===== config.mk =====
export PLATFORM = sky130hd
export DESIGN_NAME = alu_seq_ctrl_flat
export DESIGN_NICKNAME = d
export VERILOG_FILES = /design/src/rtl/alu_seq_ctrl_pkg.sv /design/src/rtl/alu_seq_ctrl_if.sv /design/src/rtl/alu_seq_ctrl.sv /design/src/flat_wrapper.sv
export SDC_FILE = /design/constraint.sdc
export NUM_CORES = 1
export LEC_CHECK = 0
export BUFFER_PORTS_ARGS = -buffer_cell sky130_fd_sc_hd__buf_2
export CORE_ASPECT_RATIO = 1.2
export CORE_UTILIZATION = 53
export DETAILED_ROUTE_END_ITERATION = 8
export GPL_TIMING_DRIVEN = 0
export PLACE_DENSITY = 0.91
export SYNTH_ARGS = -nofsm -noshare
export SYNTH_HDL_FRONTEND = slang
export SYNTH_SLANG_ARGS = --single-unit
export TNS_END_PERCENT = 5

===== constraint.sdc =====
create_clock -name clk -period 3.35 [get_ports clk]
set_input_delay 0.5025 -clock clk [delete_from_list [all_inputs] [get_ports clk]]
set_output_delay 0.5025 -clock clk [all_outputs]
set_load 0.05 [all_outputs]

===== src/rtl/alu_seq_ctrl_pkg.sv =====
// Shared opcode values, sequencer state encoding and opcode check for alu_seq_ctrl.
package alu_seq_ctrl_pkg;

    localparam logic [3:0] OP_ADD = 4'd0;
    localparam logic [3:0] OP_SUB = 4'd2;
    localparam logic [3:0] OP_MUL = 4'd4;
    localparam logic [3:0] OP_DIV = 4'd8;

    typedef enum logic [2:0] {
        IDLE,
        GET_A,
        GET_B,
        EXEC,
        RESP
    } state_t;

    // True for the opcodes the ALU implements; anything else is flagged as bad data.
    function automatic logic is_valid_op(input logic [3:0] op);
        return (op == OP_ADD) || (op == OP_SUB) || (op == OP_MUL) || (op == OP_DIV);
    endfunction

endpackage


===== src/rtl/alu_seq_ctrl_if.sv =====
// Command stream, ALU drive/return and result handshake bundle for alu_seq_ctrl.
interface alu_seq_ctrl_if #(
    parameter int unsigned WIDTH = 8
);
    logic [WIDTH-1:0]   in_data;
    logic               in_valid;
    logic               in_ready;
    logic [WIDTH-1:0]   alu_in1;
    logic [WIDTH-1:0]   alu_in2;
    logic [3:0]         alu_op;
    logic               alu_nvalid_data;
    logic [2*WIDTH-1:0] alu_out;
    logic               alu_zero;
    logic               alu_error;
    logic [2*WIDTH-1:0] res_data;
    logic               res_zero;
    logic               res_error;
    logic               res_valid;
    logic               res_ready;

    // Sequencer side
    modport slave (
        input  in_data, in_valid, alu_out, alu_zero, alu_error, res_ready,
        output in_ready, alu_in1, alu_in2, alu_op, alu_nvalid_data,
               res_data, res_zero, res_error, res_valid
    );

    // Environment side: command source, ALU and result consumer
    modport master (
        output in_data, in_valid, alu_out, alu_zero, alu_error, res_ready,
        input  in_ready, alu_in1, alu_in2, alu_op, alu_nvalid_data,
               res_data, res_zero, res_error, res_valid
    );
endinterface


===== src/rtl/alu_seq_ctrl.sv =====
// Byte-serial operand sequencer and result register in front of the combinational ALU.
module alu_seq_ctrl
    import alu_seq_ctrl_pkg::*;
#(
    parameter int unsigned WIDTH = 8,
    parameter int unsigned CNT_W = 8
) (
    input  logic             clk,
    input  logic             rst,
    alu_seq_ctrl_if.slave    bus,
    output logic             busy,
    output logic [CNT_W-1:0] op_count,
    output logic [CNT_W-1:0] err_count
);

    state_t             r_state;
    state_t             w_next;
    logic               w_in_ready;
    logic               w_xfer;

    logic [3:0]         r_op;
    logic               r_bad;
    logic [WIDTH-1:0]   r_a;
    logic [WIDTH-1:0]   r_b;
    logic [2*WIDTH-1:0] r_res_data;
    logic               r_res_zero;
    logic               r_res_error;
    logic               r_res_valid;
    logic [CNT_W-1:0]   r_op_count;
    logic [CNT_W-1:0]   r_err_count;

    assign w_xfer = bus.in_valid && w_in_ready;

    // State register
    always_ff @(posedge clk or posedge rst) begin
        if (rst) begin
            r_state <= IDLE;
        end else begin
            r_state <= w_next;
        end
    end

    // Next-state and handshake decode
    always_comb begin
        w_next     = r_state;
        w_in_ready = 1'b0;
        case (r_state)
            IDLE: begin
                w_in_ready = 1'b1;
                if (w_xfer) w_next = GET_A;
            end
            GET_A: begin
                w_in_ready = 1'b1;
                if (w_xfer) w_next = GET_B;
            end
            GET_B: begin
                w_in_ready = 1'b1;
                if (w_xfer) w_next = EXEC;
            end
            EXEC: w_next = RESP;
            RESP: if (bus.res_ready) w_next = IDLE;
            default: w_next = IDLE;
        endcase
    end

    // Operand latches, result capture and status counters
    always_ff @(posedge clk or posedge rst) begin
        if (rst) begin
            r_op        <= '0;
            r_bad       <= 1'b0;
            r_a         <= '0;
            r_b         <= '0;
            r_res_data  <= '0;
            r_res_zero  <= 1'b0;
            r_res_error <= 1'b0;
            r_res_valid <= 1'b0;
            r_op_count  <= '0;
            r_err_count <= '0;
        end else begin
            case (r_state)
                IDLE: begin
                    if (w_xfer) begin
                        r_op  <= bus.in_data[3:0];
                        r_bad <= !is_valid_op(bus.in_data[3:0]);
                    end
                end
                GET_A: if (w_xfer) r_a <= bus.in_data;
                GET_B: if (w_xfer) r_b <= bus.in_data;
                EXEC: begin
                    r_res_data  <= bus.alu_out;
                    r_res_zero  <= bus.alu_zero;
                    r_res_error <= bus.alu_error;
                    r_res_valid <= 1'b1;
                    r_op_count  <= r_op_count + 1'b1;
                    if (bus.alu_error && (r_err_count != '1)) begin
                        r_err_count <= r_err_count + 1'b1;
                    end
                end
                RESP: if (bus.res_ready) r_res_valid <= 1'b0;
                default: ;
            endcase
        end
    end

    assign bus.in_ready        = w_in_ready;
    assign bus.alu_in1         = r_a;
    assign bus.alu_in2         = r_b;
    assign bus.alu_op          = r_op;
    assign bus.alu_nvalid_data = r_bad;
    assign bus.res_data        = r_res_data;
    assign bus.res_zero        = r_res_zero;
    assign bus.res_error       = r_res_error;
    assign bus.res_valid       = r_res_valid;
    assign busy                = (r_state != IDLE);
    assign op_count            = r_op_count;
    assign err_count           = r_err_count;

endmodule


===== src/flat_wrapper.sv =====
// flat-port wrapper written by rule: the top's interface ports become plain ports
module alu_seq_ctrl_flat import alu_seq_ctrl_pkg::*;
#(
    parameter int unsigned WIDTH = 8,
    parameter int unsigned CNT_W = 8
)
  (clk, rst, busy, op_count, err_count, bus_in_data, bus_in_valid, bus_alu_out, bus_alu_zero, bus_alu_error, bus_res_ready, bus_in_ready, bus_alu_in1, bus_alu_in2, bus_alu_op, bus_alu_nvalid_data, bus_res_data, bus_res_zero, bus_res_error, bus_res_valid);
  alu_seq_ctrl_if #(.WIDTH(WIDTH)) bus_i ();
  input  logic clk;
  input  logic rst;
  output logic busy;
  output logic [CNT_W-1:0] op_count;
  output logic [CNT_W-1:0] err_count;
  input wire logic [$bits(bus_i.in_data)-1:0] bus_in_data;
  input wire logic [$bits(bus_i.in_valid)-1:0] bus_in_valid;
  input wire logic [$bits(bus_i.alu_out)-1:0] bus_alu_out;
  input wire logic [$bits(bus_i.alu_zero)-1:0] bus_alu_zero;
  input wire logic [$bits(bus_i.alu_error)-1:0] bus_alu_error;
  input wire logic [$bits(bus_i.res_ready)-1:0] bus_res_ready;
  output wire logic [$bits(bus_i.in_ready)-1:0] bus_in_ready;
  output wire logic [$bits(bus_i.alu_in1)-1:0] bus_alu_in1;
  output wire logic [$bits(bus_i.alu_in2)-1:0] bus_alu_in2;
  output wire logic [$bits(bus_i.alu_op)-1:0] bus_alu_op;
  output wire logic [$bits(bus_i.alu_nvalid_data)-1:0] bus_alu_nvalid_data;
  output wire logic [$bits(bus_i.res_data)-1:0] bus_res_data;
  output wire logic [$bits(bus_i.res_zero)-1:0] bus_res_zero;
  output wire logic [$bits(bus_i.res_error)-1:0] bus_res_error;
  output wire logic [$bits(bus_i.res_valid)-1:0] bus_res_valid;
  assign bus_i.in_data = bus_in_data;
  assign bus_i.in_valid = bus_in_valid;
  assign bus_i.alu_out = bus_alu_out;
  assign bus_i.alu_zero = bus_alu_zero;
  assign bus_i.alu_error = bus_alu_error;
  assign bus_i.res_ready = bus_res_ready;
  assign bus_in_ready = bus_i.in_ready;
  assign bus_alu_in1 = bus_i.alu_in1;
  assign bus_alu_in2 = bus_i.alu_in2;
  assign bus_alu_op = bus_i.alu_op;
  assign bus_alu_nvalid_data = bus_i.alu_nvalid_data;
  assign bus_res_data = bus_i.res_data;
  assign bus_res_zero = bus_i.res_zero;
  assign bus_res_error = bus_i.res_error;
  assign bus_res_valid = bus_i.res_valid;
  alu_seq_ctrl #(.WIDTH(WIDTH), .CNT_W(CNT_W)) u_core (.clk(clk), .rst(rst), .bus(bus_i), .busy(busy), .op_count(op_count), .err_count(err_count));
endmodule

Yosys cells after proc, flatten, opt, wreduce, memory -nomap -nowiden:

Cells that the tools add are included.

* add/subtract/negate cells: 2
* $mul: 0
* divide/modulo/power cells: 0
* order comparisons: 0
* equality and inequality tests: 12
* shift-type cells: 0
* multiplexer cells: 8
* bitwise logic cells: 0
* reductions and logical operators: 17

Operators with widths (number)
* 8-bit by 1-bit adder with 8-bit output (second input constant): 2
* 3-bit one-hot mux with 5 select lines: 1
* 3-bit two-way mux: 4
* 2-bit AND reduction: 5
* 8-bit inequality test (second input constant): 1
* 3-bit by 2-bit == test with 1-bit output (second input constant): 2
* 2-bit by 1-bit inequality test with 1-bit output (second input constant): 3
* 4-bit by 2-bit == test with 1-bit output (second input constant): 1
* 4-bit by 3-bit == test with 1-bit output (second input constant): 1
* 4-bit == test (second input constant): 1
* 4-bit zero test: 1
* 4-bit AND reduction: 1
* 3-bit by 1-bit == test with 1-bit output (second input constant): 1
* 3-bit == test (second input constant): 1
* 3-bit zero test: 1
* 1-bit logical OR: 3
* 3-bit nonzero test: 1
* 3-bit OR reduction: 1
* 1-bit logical AND: 2
* 1-bit two-way mux: 2
* 2-bit inequality test (second input constant): 1
* 1-bit one-hot mux with 2 select lines: 1
* 2-bit nonzero test: 1
* 1-bit zero test: 1

* register bits: 59
* bits in latches: 0
* memory bits (writable): 0
* bits in read-only memories: 0
* input bits: 30
* output and inout port bits: 58
* word-level logic and storage cells: 50
* memories kept: 0

Logic depth before layout (Yosys ltp):

* depth in word-level cells: 6
* mapped depth: 5
* mapped depth without buffers: 4

Least setup slack after synthesis:

Ideal clock, no wire load.

* path kind: reg-to-output
* from: register u_core.r_state[1]
* to: output port bus_in_ready
* arrival time: 1.432 ns
* required time: 2.847 ns
* path slack: 1.415 ns
* stages on the path, launching flop included: 3
* path buffers: 1
* cell sequence: dfrtp_1 buf_6 a21oi_1

* word-level cells in the longest chain between the ends: 3
* elaborated cells on any way between the ends: 5
* those cells by class: 2 x eq/ne; 1 x mux; 2 x reduce/logical

Ends and longest elaborated chain
* start: declaration: RTL line alu_seq_ctrl.sv:16 `state_t r_state;`
* start signal: assignment: RTL line alu_seq_ctrl.sv:39 `r_state <= w_next;`
* 3-bit by 1-bit == test with 1-bit output (tied with other cells): RTL line alu_seq_ctrl.sv:47 `case (r_state)`
* 3-bit OR reduction (no line) *
* 1-bit two-way mux *: RTL line alu_seq_ctrl.sv:47
* end: declaration: RTL line flat_wrapper.sv:20 `output wire logic [$bits(bus_i.in_ready)-1:0] bus_in_ready;`

Mark *: on every way between the ends. The rest lies on a longest branch, timed or not.

Worst setup path in the final report:

* from: register u_core.r_state[1]
* to: output port busy

* word-level cells in the longest chain between the ends: 1

Ends and longest elaborated chain
* 3-bit nonzero test: RTL line alu_seq_ctrl.sv:114 `assign busy = (r_state != IDLE);`
* end: declaration: RTL line flat_wrapper.sv:11 `output logic busy;`

Every way passes these cells.

==> results_dict.tcl <==
set metrics [dict create \
    worst_pin_slew_ps 646 \
    synth_area_um2 2520 \
    firstDrtPassIters 6 \
    place.gp.congestion 0.788 \
    critPathMaxFanout 10 \
    path_buf_inv 2 \
    fin_crit_ps 2030 \
    wl_per_cell_um 13.8 \
    gr-total-overflow 0 \
    final_common_cell "buf_2" \
    finalHoldViolations 0 \
    die_x_um 65.0 \
    synth-seq-cells 59 \
    slowest_delay_ps 490 \
    clk_latency_ps 330 \
    critPathRequiredTime_ps 2850 \
    syn_inst 216 \
    r2r_slack_ps 1610 \
    fin_cells 377 \
    rows 27 \
    yosysUniqueCellTypes 36 \
    most-common-layout-cells "88 x buf_2, 63 x nand2_1, 59 x dfrtp_1" \
    io_pins 88 \
    cts_tree "built" \
    first_iter_violations 163 \
    avgSynthCellArea_um2 11.7 \
    period_share_pct 60.7 \
    hpwl_mm 3.64 \
    multi_input_area_um2 982 \
    critPathLaunchType "flop" \
    nets 347 \
    fmax_mhz 492 \
    r2r_start "u_core.r_state[2]$_DFFE_PP0P_" \
    maxSlewHeadroom_pct 56.8 \
    setup_tns_ps 0 \
    core_area_um2 4590 \
    totalWireLength_mm 5.20 \
    die_area_um2 5040 \
    fillerInstances 364 \
    maxSlewViolCount 0 \
    cts-buffers-inserted 9 \
    htreeDepth 3 \
    grt_usage_pct 22.7 \
    seq_area_um2 1480 \
    hold_path.class "input port to asynchronous set/reset pin" \
    async_reset_ff_share_pct 100 \
    cts_root_buf "clkbuf_8" \
    cp_top_family "flip-flops" \
    grt_pass1_vias 1928 \
    status "finished clean" \
    crit_slowest_cell "dfrtp_1" \
    synth_ff_type "dfrtp_1" \
    vias_per_cell 5.22 \
    die_height_um 77.6 \
    cp.arrival_ps 1530 \
    cts_num_sinks 59 \
    diodes 0 \
    synthToLayoutAreaGrowth_pct 27.3 \
    hold_buffers 0 \
    crit_chain "buf_6 -> or3_1 -> buf_2" \
    r2r_cells 3 \
    path_class "flop to output pin" \
    start_util_pct 54.9 \
    drc_errors 0 \
    grt_max_degree 44 \
    post_cts_resized 0 \
    regToRegEndpoint "u_core.bus.alu_in1[6]$_DFFE_PP0P_" \
    seq_area_frac_synth_pct 58.5 \
    cts_setup_buffers 0 \
    rsz0062_at_grt "no" \
    antenna_left 0 \
    cp-end-kind "output pin" \
    num_vias 1968 \
    clockBufferDepth 2 \
    port_buffers 87 \
    syn-num-nets 248 \
    synth_edf_count 0 \
    yosys_warnings 0 \
    path_clk_slew_ps 60 \
    max-cap-violations 0 \
    fin_skew_ps 6.36 \
    antenna_found_initial 0 \
    grt_pass1_wl_mm 8.65 \
    place_inst 362 \
    drive_gt1_share_pct 42.9 \
    setup_violations 0 \
]
-- per-layer routing --
| metal | global-route usage, % | vias to the layer above | part of all wire, % |
|---|---|---|---|
| met3 | 6.47 | 10 | 5.8 |
| met5 | 0 | - | 0 |
| li1 | - | 925 | - |
| met4 | 9.11 | 0 | 1.5 |
| met1 | 26.5 | 970 | 40 |
| met2 | 38.8 | 63 | 52 |
-- sequential cells by signal (all words and copies together), names as in the netlist --
name,count
u_core.bus.res_zero,1
u_core.op_count,8
u_core.bus.res_error,1
u_core.bus.alu_in1,8
u_core.err_count,8
u_core.bus.alu_in2,8
u_core.bus.alu_nvalid_data,1
u_core.r_state,3
u_core.bus.res_valid,1
u_core.bus.res_data,16
u_core.bus.alu_op,4
-- final cells by class --
| cell class | instances | area share [%] |
|---|---|---|
| Buffer | 7 | 1.44 |
| Clock buffer | 12 | 4.52 |
| Clock inverter | 3 | 0.467 |
| Inverter | 5 | 0.584 |
| Multi-Input combinational cell | 145 | 30.6 |
| Sequential cell | 59 | 46.0 |
| Tap cell | 58 | 2.26 |
| Timing Repair Buffer | 88 | 14.2 |
-- logic make-up (layout without fill, tap and decap cells) --
logic type                 count (synthesis)  count (layout)  share of synthesized area, %
buffers and inverters                     12             115                          2.58
DFF                                       59              59                          58.5
and+or+nand+nor                           95              95                          20.3
xor gates and xnor gates                  10              10                          3.47
adders and majority gates                  3               3                          1.39
muxes                                     24              24                          10.7
AOI/OAI and AO/OA                         13              13                          3.07
-- through the flow --
step	hold slack (ps)	worst slack (ps)	area, µm²	util (%)
2_1_floorplan	608	1390	2520	-
3_3_place_gp	451	718	3030	66.0
3_5_place_dp	457	1570	3050	66.4
4_1_cts	152	1300	3210	69.9
5_1_grt	164	1260	3210	69.9
6_report	151	1320	3210	69.9
-- worst max-delay path by stage --
stage,from,end,cells past startpoint
detailed placement,bus_in_valid,u_core.bus.alu_in1[5]$_DFFE_PP0P_,3
global placement,rst,u_core.bus.res_data[13]$_DFFE_PP0P_,2
floorplan,rst,u_core.bus.alu_in1[0]$_DFFE_PP0P_,1
finish,u_core.r_state[1]$_DFFE_PP0P_,busy,3
global route,u_core.r_state[1]$_DFFE_PP0P_,busy,3
CTS,u_core.r_state[1]$_DFFE_PP0P_,busy,3
-- synthesized netlist by cell type (2+ instances only) --
cell type   n  share of area [%]
o21ai_0     2               0.40
nand2_1    63                9.4
nand3_1     4               0.79
clkbuf_1    3               0.45
buf_6       2               0.89
and3_1      2               0.50
dfrtp_1    59                 59
inv_1       5               0.74
xor2_1      5                1.7
mux2_2     23                 10
nand4_1     4               0.99
a21oi_1     6                1.2
nor4b_4     2                1.9
nor3_1      4               0.79
nor4b_2     2                1.2
ha_1        2               0.99
xnor2_1     5                1.7
nor2_1      4               0.59
nor3b_1     2               0.59
Power is not shown: default switching activity piles up to over one toggle a cycle in this logic, so the estimate is an artifact.
